===== config.mk =====
export PLATFORM = sky130hd
export DESIGN_NAME = board_link_serdes
export DESIGN_NICKNAME = d
export VERILOG_FILES = /design/src/rtl/board_link_pkg.sv /design/src/rtl/board_link_rx.sv /design/src/rtl/board_link_serdes.sv
export SDC_FILE = /design/constraint.sdc
export NUM_CORES = 1
export LEC_CHECK = 0
export BUFFER_PORTS_ARGS = -buffer_cell sky130_fd_sc_hd__buf_2
export CORE_ASPECT_RATIO = 1.25
export CORE_MARGIN = 2
export CORE_UTILIZATION = 60
export DETAILED_ROUTE_END_ITERATION = 12
export GPL_TIMING_DRIVEN = 0
export PLACE_DENSITY = 0.8
export SLEW_MARGIN = 0
export SYNTH_ARGS = -nofsm -noshare
export SYNTH_HDL_FRONTEND = slang
export SYNTH_SLANG_ARGS = --single-unit

===== constraint.sdc =====
create_clock -name clk -period 2.8 [get_ports clk]
set_clock_uncertainty 0.15 [all_clocks]
set_input_delay 0.42 -clock clk [delete_from_list [all_inputs] [get_ports clk]]
set_output_delay 0.42 -clock clk [all_outputs]
set_load 0.03 [all_outputs]

===== src/rtl/board_link_pkg.sv =====
// Shared types and helpers for the serial board-to-board link.
package board_link_pkg;

  localparam int unsigned SYNC_STAGES = 2;

  typedef enum logic [2:0] {T_IDLE, T_START, T_DATA, T_PARITY, T_STOP} tx_state_t;
  typedef enum logic [2:0] {R_IDLE, R_START, R_DATA, R_PARITY, R_STOP} rx_state_t;

  // Bits per frame: start + data + parity + stop + idle gap.
  function automatic int unsigned frame_bits(input int unsigned data_w,
                                             input int unsigned idle_bits);
    return data_w + 3 + idle_bits;
  endfunction

endpackage


===== src/rtl/board_link_rx.sv =====
// Receive half: input synchroniser, frame deserialiser, parity/stop check
// and link-liveness timeout.
module board_link_rx
  import board_link_pkg::*;
#(
  parameter int unsigned       DATA_W       = 12,
  parameter int unsigned       CLKS_PER_BIT = 100,
  parameter int unsigned       LINK_TIMEOUT = 1_000_000,
  parameter logic [DATA_W-1:0] RX_DEFAULT   = '0
) (
  input  logic              clk,
  input  logic              reset,
  input  logic              rx_serial,
  output logic [DATA_W-1:0] rx_data,
  output logic              rx_valid,
  output logic              rx_err,
  output logic              link_up
);

  localparam int unsigned CNT_W = $clog2(CLKS_PER_BIT);
  localparam int unsigned BIT_W = $clog2(DATA_W + 1);
  localparam int unsigned TMO_W = $clog2(LINK_TIMEOUT + 1);
  localparam logic [CNT_W-1:0] CNT_LAST  = CNT_W'(CLKS_PER_BIT - 1);
  localparam logic [CNT_W-1:0] HALF_LAST = CNT_W'(CLKS_PER_BIT / 2 - 1);
  localparam logic [BIT_W-1:0] DATA_LAST = BIT_W'(DATA_W - 1);
  localparam logic [TMO_W-1:0] TMO_MAX   = TMO_W'(LINK_TIMEOUT);

  logic [SYNC_STAGES-1:0] sync;
  logic                   line;
  logic                   prev;
  logic                   fall;

  rx_state_t         state, state_n;
  logic [CNT_W-1:0]  cnt, cnt_n;
  logic [BIT_W-1:0]  bit_idx, bit_n;
  logic [DATA_W-1:0] shreg, shreg_n;
  logic [DATA_W-1:0] data_n;
  logic              par_bit, par_n;
  logic              valid_n, err_n;
  logic [TMO_W-1:0]  tmo;

  assign line = sync[SYNC_STAGES-1];
  assign fall = prev & ~line;

  always_ff @(posedge clk) begin
    if (reset) begin
      sync <= '1;
      prev <= 1'b1;
    end else begin
      sync <= {sync[SYNC_STAGES-2:0], rx_serial};
      prev <= line;
    end
  end

  always_comb begin
    state_n = state;
    cnt_n   = cnt + CNT_W'(1);
    bit_n   = bit_idx;
    shreg_n = shreg;
    par_n   = par_bit;
    data_n  = rx_data;
    valid_n = 1'b0;
    err_n   = 1'b0;
    case (state)
      R_IDLE: begin
        cnt_n = '0;
        if (fall) state_n = R_START;
      end
      R_START: begin
        // Mid-bit check rejects short glitches without flagging an error.
        if (cnt == HALF_LAST) begin
          cnt_n   = '0;
          bit_n   = '0;
          state_n = line ? R_IDLE : R_DATA;
        end
      end
      R_DATA: begin
        if (cnt == CNT_LAST) begin
          cnt_n = '0;
          shreg_n = shreg >> 1;
          shreg_n[DATA_W-1] = line;
          if (bit_idx == DATA_LAST) state_n = R_PARITY;
          else bit_n = bit_idx + BIT_W'(1);
        end
      end
      R_PARITY: begin
        if (cnt == CNT_LAST) begin
          cnt_n   = '0;
          par_n   = line;
          state_n = R_STOP;
        end
      end
      R_STOP: begin
        if (cnt == CNT_LAST) begin
          cnt_n   = '0;
          state_n = R_IDLE;
          if (line && ((^shreg) == par_bit)) begin
            data_n  = shreg;
            valid_n = 1'b1;
          end else begin
            err_n = 1'b1;
          end
        end
      end
      default: state_n = R_IDLE;
    endcase
  end

  always_ff @(posedge clk) begin
    if (reset) begin
      state    <= R_IDLE;
      cnt      <= '0;
      bit_idx  <= '0;
      shreg    <= '0;
      par_bit  <= 1'b0;
      rx_data  <= RX_DEFAULT;
      rx_valid <= 1'b0;
      rx_err   <= 1'b0;
    end else begin
      state    <= state_n;
      cnt      <= cnt_n;
      bit_idx  <= bit_n;
      shreg    <= shreg_n;
      par_bit  <= par_n;
      rx_data  <= data_n;
      rx_valid <= valid_n;
      rx_err   <= err_n;
    end
  end

  // Saturating timeout; only good frames refresh it.
  always_ff @(posedge clk) begin
    if (reset) begin
      tmo     <= '0;
      link_up <= 1'b0;
    end else if (valid_n) begin
      tmo     <= '0;
      link_up <= 1'b1;
    end else if (tmo != TMO_MAX) begin
      tmo <= tmo + TMO_W'(1);
      if (tmo == TMO_MAX - TMO_W'(1)) link_up <= 1'b0;
    end
  end

endmodule


===== src/rtl/board_link_serdes.sv =====
// Serial board-to-board link: free-running frame transmitter plus the
// receive/liveness path in board_link_rx.
module board_link_serdes
  import board_link_pkg::*;
#(
  parameter int unsigned       DATA_W       = 12,
  parameter int unsigned       CLKS_PER_BIT = 100,
  parameter int unsigned       IDLE_BITS    = 2,
  parameter int unsigned       LINK_TIMEOUT = 1_000_000,
  parameter logic [DATA_W-1:0] RX_DEFAULT   = '0
) (
  input  logic              clk,
  input  logic              reset,
  input  logic [DATA_W-1:0] tx_data,
  output logic              tx_frame_start,
  output logic              tx_serial,
  input  logic              rx_serial,
  output logic [DATA_W-1:0] rx_data,
  output logic              rx_valid,
  output logic              rx_err,
  output logic              link_up
);

  localparam int unsigned CNT_W = $clog2(CLKS_PER_BIT);
  localparam int unsigned BIT_W = $clog2(frame_bits(DATA_W, IDLE_BITS));
  localparam logic [CNT_W-1:0] CNT_LAST  = CNT_W'(CLKS_PER_BIT - 1);
  localparam logic [BIT_W-1:0] DATA_LAST = BIT_W'(DATA_W - 1);
  localparam logic [BIT_W-1:0] IDLE_LAST = BIT_W'(IDLE_BITS - 1);

  tx_state_t         state, state_n;
  logic [CNT_W-1:0]  cnt, cnt_n;
  logic [BIT_W-1:0]  bit_idx, bit_n;
  logic [DATA_W-1:0] shreg, shreg_n;
  logic              parity, parity_n;
  logic              serial_n, start_n;

  always_comb begin
    state_n  = state;
    cnt_n    = cnt + CNT_W'(1);
    bit_n    = bit_idx;
    shreg_n  = shreg;
    parity_n = parity;
    start_n  = 1'b0;
    serial_n = 1'b1;
    if (cnt == CNT_LAST) begin
      cnt_n = '0;
      case (state)
        T_IDLE: begin
          if (bit_idx == IDLE_LAST) begin
            state_n  = T_START;
            bit_n    = '0;
            shreg_n  = tx_data;
            parity_n = ^tx_data;
            start_n  = 1'b1;
          end else begin
            bit_n = bit_idx + BIT_W'(1);
          end
        end
        T_START: begin
          state_n = T_DATA;
          bit_n   = '0;
        end
        T_DATA: begin
          if (bit_idx == DATA_LAST) begin
            state_n = T_PARITY;
            bit_n   = '0;
          end else begin
            bit_n   = bit_idx + BIT_W'(1);
            shreg_n = shreg >> 1;
          end
        end
        T_PARITY: state_n = T_STOP;
        T_STOP: begin
          state_n = T_IDLE;
          bit_n   = '0;
        end
        default: state_n = T_IDLE;
      endcase
    end
    // Line level follows the state being entered so tx_serial is registered.
    case (state_n)
      T_START:  serial_n = 1'b0;
      T_DATA:   serial_n = shreg_n[0];
      T_PARITY: serial_n = parity_n;
      default:  serial_n = 1'b1;
    endcase
  end

  always_ff @(posedge clk) begin
    if (reset) begin
      state          <= T_IDLE;
      cnt            <= '0;
      bit_idx        <= '0;
      shreg          <= '0;
      parity         <= 1'b0;
      tx_serial      <= 1'b1;
      tx_frame_start <= 1'b0;
    end else begin
      state          <= state_n;
      cnt            <= cnt_n;
      bit_idx        <= bit_n;
      shreg          <= shreg_n;
      parity         <= parity_n;
      tx_serial      <= serial_n;
      tx_frame_start <= start_n;
    end
  end

  board_link_rx #(
    .DATA_W       (DATA_W),
    .CLKS_PER_BIT (CLKS_PER_BIT),
    .LINK_TIMEOUT (LINK_TIMEOUT),
    .RX_DEFAULT   (RX_DEFAULT)
  ) u_rx (
    .clk       (clk),
    .reset     (reset),
    .rx_serial (rx_serial),
    .rx_data   (rx_data),
    .rx_valid  (rx_valid),
    .rx_err    (rx_err),
    .link_up   (link_up)
  );

endmodule


Word-level counts from Yosys, hierarchy flattened:

Index checks and enable logic that the tools add are counted.

* logic and storage cells: 122
* bits in latches: 0
* memory bits (read-only): 0
* RAM bits: 0
* bits of input ports: 15
* memories: 0
* output and inout bits: 17
* register bits: 95

* equal/unequal tests: 29
* reductions and logical operators: 24
* shift-type cells: 0
* muxes and demuxes: 38
* div/mod/pow operators: 0
* bitwise logic cells: 6
* $mul: 0
* add/subtract/negate cells: 5
* magnitude comparators: 0

Operators by type and width (count)
* 2-to-1 mux 3 bit: 9
* 2-to-1 mux 12 bit: 2
* one-hot mux 12 bit (2 select lines): 1
* XOR reduction 12 bit: 2
* one-hot mux 7 bit (3 select lines): 1
* adder 20 x 1 -> 20 bit, second input constant: 1
* == test 20 bit, second input constant: 1
* inequality test 20 bit, second input constant: 1
* == test 3 x 2 -> 1 bit, second input constant: 6
* one-hot mux 3 bit (5 select lines): 1
* one-hot mux 5 bit (3 select lines): 1
* adder 7 x 1 -> 7 bit, second input constant: 2
* == test 7 bit, second input constant: 2
* 2-to-1 mux 7 bit: 2
* 2-to-1 mux 1 bit: 12
* 2-to-1 mux 4 bit: 3
* inequality test 2 x 1 -> 1 bit, second input constant: 6
* one-hot mux 3 bit (4 select lines): 1
* 2-to-1 mux 5 bit: 2
* == test 3 x 1 -> 1 bit, second input constant: 3
* OR reduction 3 bit: 3
* one-hot mux 4 bit (2 select lines): 1
* AND reduction 2 bit: 4
* AND reduction 4 bit: 2
* 20 further kinds: 33

Depth between registers and ports, before layout:

Gate-level depths: netlist of the first run.

* depth in word-level cells: 8
* gate-level depth with buffers: 9
* gate-level depth less buffers: 8

Modules after synthesis:

A second synthesis of the first run with hierarchy kept.

* cells, all modules: 490
* area total of the unflattened synthesis: 4488.1 um2

By module, submodules not included
* board_link_rx: area each 2924.1 um2, seq. area each 1301.2 um2, cells an instance 320, times used 1
* board_link_serdes: area each 1564.0 um2, seq. area each 600.6 um2, cells an instance 170, times used 1

Worst setup path after synthesis of the first run:

OpenSTA, ideal clock, no wires.

* path kind: register -> register
* start: reg u_rx.cnt[5]
* end: reg u_rx.rx_data[10]
* setup time: 0.128 ns
* clock period less this slack: 2.088 ns
* path buffers: 2
* arrival time: 1.811 ns
* cell stages (with the launch flop): 9
* slack: 0.712 ns
* required time: 2.522 ns
* cell sequence: dfxtp_1 or3b_4 or3_1 buf_2 nor2_4 nand3_4 buf_6 mux2i_1 nor2_1

* cells in the longest elaborated chain, start to end: 2

RTL lines
* start, declared: line board_link_rx.sv:34 `logic [CNT_W-1:0] cnt, cnt_n;`
* start signal, assigned: line board_link_rx.sv:121 `cnt <= cnt_n;`
* == test 7 bit: line board_link_rx.sv:94 `if (cnt == CNT_LAST) begin`
* AND reduction 3 bit (no line)
* end signal, assigned: line board_link_rx.sv:125 `rx_data <= data_n;`
* end, declared: line board_link_rx.sv:14 `output logic [DATA_W-1:0] rx_data,`

No other way between the ends.
A chain may end at the register's enable or synchronous reset.

Worst setup path in the final report of the first run:

* start: reg bit_idx[0]
* end: reg shreg[6]

* cells in the longest elaborated chain, start to end: 3
* elaborated cells between the ends (all ways): 5
* classes of those cells: 4 x eq/ne; 1 x reduce/logical

RTL lines
* start, declared: line board_link_serdes.sv:32 `logic [BIT_W-1:0] bit_idx, bit_n;`
* start signal, assigned: line board_link_serdes.sv:101 `bit_idx <= bit_n;`
* == test 5 x 4 -> 1 bit / == test 5 x 1 -> 1 bit (equally long branches): line board_link_serdes.sv:64, board_link_serdes.sv:49
* inequality test 2 bit (no line)
* AND reduction 4 bit (no line) *
* end signal, assigned: line board_link_serdes.sv:102 `shreg <= shreg_n;`
* end, declared: line board_link_serdes.sv:33 `logic [DATA_W-1:0] shreg, shreg_n;`

Mark *: on every way between the ends. The rest lies on a longest branch, timed or not.

==> run summary, run 1 <==
Switching Fraction - 25.18%
die footprint - 7830 um^2
I/O Pins - 32
buffers inserted by post-CTS timing repair - 0
Static Leak - 1.867 nW
CTS Hold Bufs - 0
Total Wirelength - 7900 um
number of fill cells - 577
Sink Count - 95
Max Freq - 414.7 MHz
clock share of power - 33.0%
IO buf count - 31
Final Hold Viols - 0
post-route ant nets - 0
root buffer cell - clkbuf_8
Switching Power - 0.5994 mW
Pre-antenna DRT Iters - 4
Core Util, Final - 67.99%
Final #Nets - 530
row cnt - 34
slowest CP cell - or4b_1
routed vias - 3282
largest net degree at the start of global routing - 16
Post-synth EDFFs - 0
Post-Place Setup Slack - 0.3990 ns
Seq pwr share - 58.7%
core region area - 6934 um^2
PwrDens - 505.0 nW/um^2
number of synthesized register bits - 95
Slew Limit Fails - 0
H-Tree Depth - 3
post-route clock period utilization - 86.13%
Die Width - 79.55 um
Required @ worst endpoint - 2.93 ns
clk slew on worst S/H paths - 0.09 ns
Comb pwr share - 8.3%
Initial Util - 61.73%
first-pass GRT wire length - 13700 um
PnR worst setup slack - 0.3884 ns
R2R cell count - 6
Total GRT Usage - 21.53%
Simple-Gate Fraction of Synth Area - 22.92%
Worst Path Arrival - 2.54 ns
synth unique cells - 59
Crit path max-delay family - simple AND/OR/NAND/NOR gates
syn nets - 488
CP Depth - 6
total number of yosys warnings - 0
XOR/XNOR Fraction of Synth Area - 12.22%
antenna cell count - 0
synthesized cell area - 4280 um^2
Cells after Synth - 465
GR peak layer - met2
top cell type's share of synthesized area - 44.43%
critical setup path kind - flop to flop
fraction of registers with async set or reset after synthesis - 0%
share of cells above drive strength 1 - 12.11%
critical path endpoint category - flop
RSZ-0062 raised after global routing - no
Num CTS Buffers - 9
RePlAce Congestion - 0.8569
crit-path max FO - 10
Hold Path Stages - 2
post_cts resized - 0
met1 Use GR - 24.35%
CTS tree - built
drc violations - 0
die height - 98.43 um
met2 usage - 38.66%
Synth Area in Adders - 2.338%
Top FF cell, synth - dfxtp_1
post-synth top area cell - dfxtp_1
Power Total - 2.381 mW
synthesized area per cell - 9.205 um^2
post-synthesis sequential area ratio - 44.43%
max capacitance violation total - 0
Tmin final - 2.412 ns
vias in the first global route - 3213
Slew Limit Headroom - 59.87%
startpoint types - flop
crit path cell chain - ha_1 -> or4b_1 -> nor4_2 -> clkbuf_1 -> a221oi_1 -> nor3_1
Layout area overhead - 10.14%
Int Power - 1.781 mW
most common cell after layout, fill and taps aside - nor2_1
Worst-Margin Slew - 0.5965 ns
DRT iter0 DRCs - 159
dpl hpwl - 5806 um
grt ovf - 0
worst path buffer plus inverter count - 1
largest family of logic cells by synthesized area - simple AND/OR/NAND/NOR gates
final hold slack - 0.1148 ns
most frequent cells in the layout - nor2_1 (100), dfxtp_1 (95), buf_2 (35)
count of final setup violators - 0
Crit path largest cell delay - 0.51 ns
mux contribution to synthesized area - 6.548%
CTS max path bufs - 2
WL/cell - 13.12 um
Worst-Skew Late Latency - 0.36 ns
initial antenna violation count - 0
Hold Path Class - input port to flop
Area contributors post-synth - dfxtp_1 (44%), nor2_1 (8.8%), mux2i_1 (6.5%), xnor2_1 (5.7%), xor2_1 (4.9%)
setup_tns - 0 ns
grt met3 use - 5.128%
vias per cell - 5.452
Compound-Gate Fraction of Synth Area - 8.448%
status - finished, final reports clean
peak supply drop - 267.3 uV
per-layer routing:
| layer | part of all wire, % | vias to the layer above |
|---|---|---|
| met2 | 51 | 65 |
| met3 | 4.0 | 11 |
| met4 | 1.4 | 0 |
| met1 | 44 | 1521 |
| met5 | 0 | - |
| li1 | - | 1685 |
worst reg2reg max path, cell delays in order (launching register included):
cell	delay [ns]
dfxtp_1	0.40
ha_1	0.21
or4b_1	0.51
nor4_2	0.34
clkbuf_1	0.41
a221oi_1	0.15
nor3_1	0.16
sequential cells by signal, summed over array words and instances (netlist names), 2 cells and up:
name          cells
u_rx.cnt          7
bit_idx           5
state             3
u_rx.rx_data     12
shreg            12
u_rx.sync         2
u_rx.shreg       12
u_rx.state        3
u_rx.tmo         20
u_rx.bit_idx      4
cnt               7
path summary, 6_finish.rpt:
kind	from	endpoint	slack (ns)
hold reg to reg	u_rx.sync[0]	u_rx.sync[1]	0.26
setup / recovery	bit_idx[0]	shreg[6]	0.39
setup reg to reg	bit_idx[0]	shreg[6]	0.39
hold / removal	rx_serial	u_rx.sync[0]	0.11
kinds of logic after synthesis:
family	count (synthesis)
and+or+nand+nor	200
DFF	95
xor gates and xnor gates	55
AOI/OAI and AO/OA	48
buffers and inverters	31
muxes	28
adders and majority gates	8
area by class of cell:
class                           instances  area (um^2)  share of cell area (%)
Tap cell                               90        112.6                   2.389
Clock inverter                          5        35.03                  0.7431
Timing Repair Buffer                   31        155.1                   3.291
Multi-Input combinational cell        339         2246                   47.64
Inverter                                8        30.03                  0.6369
Clock buffer                           11        131.4                   2.787
Sequential cell                        95         1902                   40.34
Buffer                                 23        102.6                   2.176
synth_stat cells, types with 6 or more instances:
cell      count
nor2_1      100
dfxtp_1      95
mux2i_1      28
xnor2_1      28
xor2_1       24
clkbuf_1     17
nand2_1      17
nor3_1       17
nand3_1      15
a221oi_1     10
ha_1          8
inv_1         8
nand4_1       8
a21oi_1       7
and3_1        7
o21ai_0       6
power by group through the flow:
stage               logic, mW  clock network [mW]  registers (mW)
finish                  0.198               0.785            1.40
floorplan               0.150                   0            1.42
global placement        0.194                   0            1.43
global route            0.221               0.867            1.40
CTS                     0.200               0.807            1.40
detailed placement      0.200                   0            1.43
stage by stage:
stage	instance area [um^2]	cells
floorplan	4280	465
global placement	4548	586
detailed placement	4548	586
CTS	4715	602
global route	4715	602
finish	4715	602
Note: power is estimated with default switching activity, not from simulation.
==> run 2: changes to the inputs <==
CAP_MARGIN = 20   (was default)
CORE_UTILIZATION = 35   (was 60)
PLACE_DENSITY = 0.51   (was 0.8)
==> run 2 against run 1 <==
  * Global-route usage shrank 7.6 points
  * Worst setup slack gained 0.023 ns
  * Wire length grew 8.0%
  * Largest power group unchanged
==> run summary, run 2 (same netlist as run 1, synthesis figures left out) <==
peak supply drop - 299.8 uV (+12%)
post_cts resized - 0 (unchanged)
Worst-Skew Late Latency - 0.34 ns (-0.02 ns)
row cnt - 45 (+32%)
dpl hpwl - 6201 um (+6.8%)
max reg flops - 20 (unchanged)
RR Startpoint - bit_idx[0]
Num CTS Buffers - 9 (unchanged)
post-route clock period utilization - 85.30% (-0.83 points)
Switching Fraction - 23.36% (-1.8 points)
count of final setup violators - 0 (unchanged)
CTS max path bufs - 2 (unchanged)
Sink Count - 95 (unchanged)
final hold slack - 0.1398 ns (+0.02499 ns)
Die Width - 102.9 um (+29%)
Power Total - 2.720 mW (+14%)
DRT iter0 DRCs - 77 (-52%)
most frequent cells in the layout - nor2_1 (100), dfxtp_1 (95), buf_2 (35)
worst hold start - rx_serial
Static Leak - 1.918 nW (+2.7%)
RSZ-0062 raised after global routing - no
Reg with most FFs - u_rx.tmo
critical path endpoint category - flop
Final Hold Viols - 0 (unchanged)
Hold Path Class - input port to flop
post-route ant nets - 0 (unchanged)
clk slew on worst S/H paths - 0.06 ns (-0.03 ns)
status - finished, final reports clean
Total Wirelength - 8534 um (+8.0%)
routed vias - 3261 (-0.64%)
IO buf count - 31 (unchanged)
vias in the first global route - 3151 (-1.9%)
Worst-Margin Slew - 0.6571 ns (+0.06059 ns)
initial antenna violation count - 0 (unchanged)
setup_tns - 0 ns (unchanged)
I/O Pins - 32 (unchanged)
share of cells above drive strength 1 - 11.91% (-0.20 points)
flop-to-flop setup slack - 0.41 ns (+0.02 ns)
startpoint types - flop
CTS Hold Bufs - 0 (unchanged)
Required @ worst endpoint - 2.91 ns (-0.02 ns)
critical setup path kind - flop to flop
crit-path max FO - 10 (unchanged)
PwrDens - 554.1 nW/um^2 (+9.7%)
antenna cell count - 0 (unchanged)
die footprint - 13140 um^2 (+68%)
H-Tree Depth - 3 (unchanged)
Layout area overhead - 14.70%
Switching Power - 0.6356 mW (+6.0%)
Slew Limit Fails - 0 (unchanged)
R2R cell count - 6 (unchanged)
Int Power - 2.085 mW (+17%)
Max Freq - 418.7 MHz (+0.98%)
RePlAce Congestion - 0.8264 (-3.6%)
vias per cell - 4.824 (-12%)
Slew Limit Headroom - 55.79% (-4.1 points)
Seq pwr share - 51.4% (-7.3 points)
largest net degree at the start of global routing - 15 (-1)
first-pass GRT wire length - 14660 um (+7.0%)
Pre-antenna DRT Iters - 6 (+2)
buffers inserted by post-CTS timing repair - 0 (unchanged)
core region area - 12050 um^2 (+74%)
Tmin final - 2.388 ns (-0.02330 ns)
CTS tree - built
RR Endpoint - shreg[8]
Total GRT Usage - 13.97% (-7.6 points)
most common cell after layout, fill and taps aside - nor2_1
drc violations - 0 (unchanged)
Worst Path Arrival - 2.49 ns (-0.05 ns)
max capacitance violation total - 0 (unchanged)
Initial Util - 35.52% (-26 points)
grt ovf - 0 (unchanged)
die height - 127.6 um (+30%)
Hold Path Stages - 2 (unchanged)
Comb pwr share - 7.3% (-1.0 points)
clock share of power - 41.3% (+8.3 points)
WL/cell - 12.62 um (-3.8%)
worst min-delay path endpoint - u_rx.sync[0]
root buffer cell - clkbuf_16
Final #Nets - 530 (unchanged)
-- run 2: cell count changes in the layout (fill, tap and decap cells not counted) --
cell | before | now
clkbuf_16 | 0 | 9
clkbuf_8 | 9 | 1
clkbuf_1 | 19 | 20
clkinv_4 | 2 | 1
clkinvlp_4 | 1 | 0
-- run 2: worst max path at each step --
stage / startpoint / endpoint / slack [ns] / cells after the start
final: bit_idx[0] / shreg[8] / 0.41 / 6
after global routing: bit_idx[0] / shreg[2] / 0.18 / 6
after CTS: bit_idx[0] / shreg[7] / 0.37 / 6
after detailed placement: bit_idx[0] / shreg[3] / 0.40 / 6
after global placement: bit_idx[0] / shreg[3] / 0.41 / 6
after floorplan: u_rx.cnt[5] / u_rx.rx_data[10] / 0.71 / 8
-- run 2: area by class of cell --
| type | instances | area (um^2) |
|---|---|---|
| fillers | 1278 | 7139 |
| multi-input cells | 339 | 2246 |
| flip-flops and latches | 95 | 1902 |
| clock buffers | 13 | 250.2 |
| well taps | 164 | 205.2 |
| repair buffers | 31 | 155.1 |
| plain buffers | 23 | 102.6 |
| inverters | 8 | 30.03 |
| clock inverters | 3 | 18.77 |
-- run 2: power groups by stage --
stage | combinational (mW) | sequential (mW) | clock [mW]
global placement | 0.199 | 1.43 | 0
CTS | 0.200 | 1.40 | 1.16
finish | 0.199 | 1.40 | 1.12
floorplan | 0.150 | 1.42 | 0
detailed placement | 0.200 | 1.43 | 0
global route | 0.221 | 1.40 | 1.22
-- run 2: per-stage QoR --
| stage | std cells | cell area [um^2] | worst slack (ns) | utilization (%) |
|---|---|---|---|---|
| after floorplan | 465 | 4280 | 0.7116 | - |
| after global routing | 676 | 4910 | 0.1777 | 40.75 |
| after CTS | 676 | 4910 | 0.3721 | 40.75 |
| after detailed placement | 660 | 4641 | 0.3951 | 38.52 |
| after global placement | 660 | 4641 | 0.4102 | 38.52 |
| final | 676 | 4910 | 0.4117 | 40.75 |
-- run 2: worst max-delay path, stage by stage, from the launching register on --
cell and delay (ns):
dfxtp_1 0.40, ha_1 0.21, or4b_1 0.52, nor4_2 0.34
clkbuf_1 0.40, a221oi_1 0.14, nor3_1 0.15
-- run 2: metal layers --
| metal | vias up | GRT usage [%] | routed length [um] |
|---|---|---|---|
| li1 | 1691 | - | - |
| met1 | 1524 | 16.97 | 3975 |
| met2 | 37 | 23.64 | 4200 |
| met3 | 9 | 3.009 | 229 |
| met4 | 0 | 5.728 | 128 |
| met5 | - | 0 | 0 |
==> run 3: changes to the inputs <==
clock period = 2.4 ns   (was 2.8 ns; I/O delays follow)
==> run 3 against run 2 <==
  * Via count barely moved
  * First-iteration DRC count rose by 2.6%
  * Final cell count rose by 0.15%
  * Sequential cell count did not move
  * Global-route usage barely moved
  * Worst setup slack got worse by 0.30 ns
  * Count of clock-buffer cells in the layout did not move
  * Design area rose by 1.1%
  * Register-to-register slack got worse by 0.30 ns
  * Fmax rose by 4.6%
==> run summary, run 3 (same netlist as run 1, synthesis figures left out) <==
clk slew on worst S/H paths - 0.06 ns (about the same)
critical path endpoint category - flop
core region area - 12050 um^2 (unchanged)
share of cells above drive strength 1 - 14.04% (+2.1 points)
Worst-Margin Slew - 0.5747 ns (-0.08244 ns)
Sink Count - 95 (unchanged)
Static Leak - 1.938 nW (+1.1%)
Layout Cells excl Fill - 677 (+0.15%)
H-Tree Depth - 3 (unchanged)
Reg with most FFs - u_rx.tmo
RR Endpoint - u_rx.tmo[4]
end of the critical path - u_rx.tmo[4]
post-route clock period utilization - 95.17% (+9.9 points)
R2R cell count - 8 (+2)
antenna cell count - 0 (unchanged)
PwrDens - 640.6 nW/um^2 (+16%)
Tmin final - 2.284 ns (-0.1042 ns)
vias per cell - 4.815 (-0.18%)
Core Util, Final - 41.18% (+0.44 points)
RR Startpoint - u_rx.cnt[5]
dpl hpwl - 6201 um (unchanged)
die footprint - 13140 um^2 (unchanged)
critical setup path kind - flop to flop
startpoint types - flop
Num CTS Buffers - 9 (unchanged)
Layout area overhead - 15.93%
Hold Path Class - input port to flop
drc violations - 0 (unchanged)
root buffer cell - clkbuf_16
grt ovf - 0 (unchanged)
routed vias - 3260 (-0.031%)
CTS tree - built
most common cell after layout, fill and taps aside - nor2_1
Initial Util - 35.52% (unchanged)
Worst Path Arrival - 2.36 ns (-0.13 ns)
Slew Limit Headroom - 61.69% (+5.9 points)
largest net degree at the start of global routing - 15 (unchanged)
Pre-antenna DRT Iters - 6 (unchanged)
Die Width - 102.9 um (unchanged)
WL/cell - 12.58 um (-0.31%)
die height - 127.6 um (unchanged)
most frequent cells in the layout - nor2_1 (99), dfxtp_1 (94), buf_2 (35)
Post-Place Cells - 660 (unchanged)
Required @ worst endpoint - 2.48 ns (-0.43 ns)
finished layout cell area - 4962 um^2 (+1.1%)
area post-placement - 4641 um^2 (unchanged)
number of fill cells - 1275 (-0.23%)
first-pass GRT wire length - 14630 um (-0.23%)
row cnt - 45 (unchanged)
IO buf count - 31 (unchanged)
Worst-Skew Late Latency - 0.34 ns (about the same)
RePlAce Congestion - 0.8264 (unchanged)
Final Hold Viols - 0 (unchanged)
Total GRT Usage - 13.93% (-0.045 points)
Final #Nets - 531 (+0.19%)
CTS max path bufs - 2 (unchanged)
flop-to-flop setup slack - 0.12 ns (-0.30 ns)
Max Freq - 437.8 MHz (+4.6%)
crit-path max FO - 10 (unchanged)
peak supply drop - 352.5 uV (+18%)
status - finished, final reports clean
I/O Pins - 32 (unchanged)
max capacitance violation total - 0 (unchanged)
post-route ant nets - 0 (unchanged)
Power Total - 3.179 mW (+17%)
Total Wirelength - 8520 um (-0.16%)
count of final setup violators - 0 (unchanged)
initial antenna violation count - 0 (unchanged)
vias in the first global route - 3160 (+0.29%)
Slew Limit Fails - 0 (unchanged)
max reg flops - 20 (unchanged)
crit path launch - u_rx.cnt[5]
CTS Hold Bufs - 0 (unchanged)
RSZ-0062 raised after global routing - yes
DRT iter0 DRCs - 79 (+2.6%)
==> run 3: how the worst min path moves through the flow <==
stage	slack [ns]	cells after the start	startpoint	endpoint
after floorplan	0.24	1	u_rx.sync[0]	u_rx.sync[1]
after global placement	0.24	1	u_rx.sync[0]	u_rx.sync[1]
after detailed placement	0.25	1	u_rx.sync[0]	u_rx.sync[1]
after CTS	0.06	2	rx_serial	u_rx.sync[0]
after global routing	0.08	2	rx_serial	u_rx.sync[0]
final	0.07	2	rx_serial	u_rx.sync[0]
==> run 3: layer usage <==
| layer | routed length, um | global-route usage [%] | vias up |
|---|---|---|---|
| li1 | - | - | 1693 |
| met1 | 3964 | 16.84 | 1521 |
| met2 | 4172 | 23.64 | 36 |
| met3 | 232 | 3.009 | 10 |
| met4 | 149 | 5.728 | 0 |
| met5 | 0 | 0 | - |
==> run 3: per-stage QoR <==
| stage | setup WS [ns] | hold WS, ns | setup TNS [ns] |
|---|---|---|---|
| CTS | 0.01272 | 0.05689 | 0 |
| finish | 0.1159 | 0.06901 | 0 |
| global placement | 0.01020 | 0.2438 | 0 |
| floorplan | 0.3116 | 0.2395 | 0 |
| global route | -0.03121 | 0.07571 | -0.03121 |
| detailed placement | -0.004896 | 0.2476 | -0.004896 |
==> run 3: worst max-delay path, stage by stage, from the launching register on <==
cell and delay (ns):
dfxtp_1 0.36, or3b_4 0.43, or3_1 0.34, buf_2 0.18
nor2_4 0.13, nand3_4 0.14, nand2b_1 0.13, buf_2 0.23
nor2_1 0.07
==> run 3: what timing repair did <==
action                                 CTS  global route
pin swaps                                0             2
resized for setup                        2            10
buffers inserted                         0             1
endpoints found under the hold margin    0             0
setup endpoints to repair                9            45
==> run 3: cell type report <==
cell class	instances	area, um^2	area share, %
Tap cell	164	205.2	4.135
Sequential cell	95	1903	38.35
Clock inverter	3	18.77	0.3782
Inverter	8	30.03	0.6051
Buffer	23	105.1	2.118
Multi-Input combinational cell	339	2287	46.09
Timing Repair Buffer	32	162.7	3.278
Clock buffer	13	250.2	5.043
==> run 3: power breakdown <==
group | internal (mW) | switching, mW | leakage, nW | total, mW
registers | 1.60 | 0.0306 | 0.768 | 1.63
logic | 0.100 | 0.134 | 1.04 | 0.234
clock network | 0.730 | 0.581 | 0.134 | 1.31
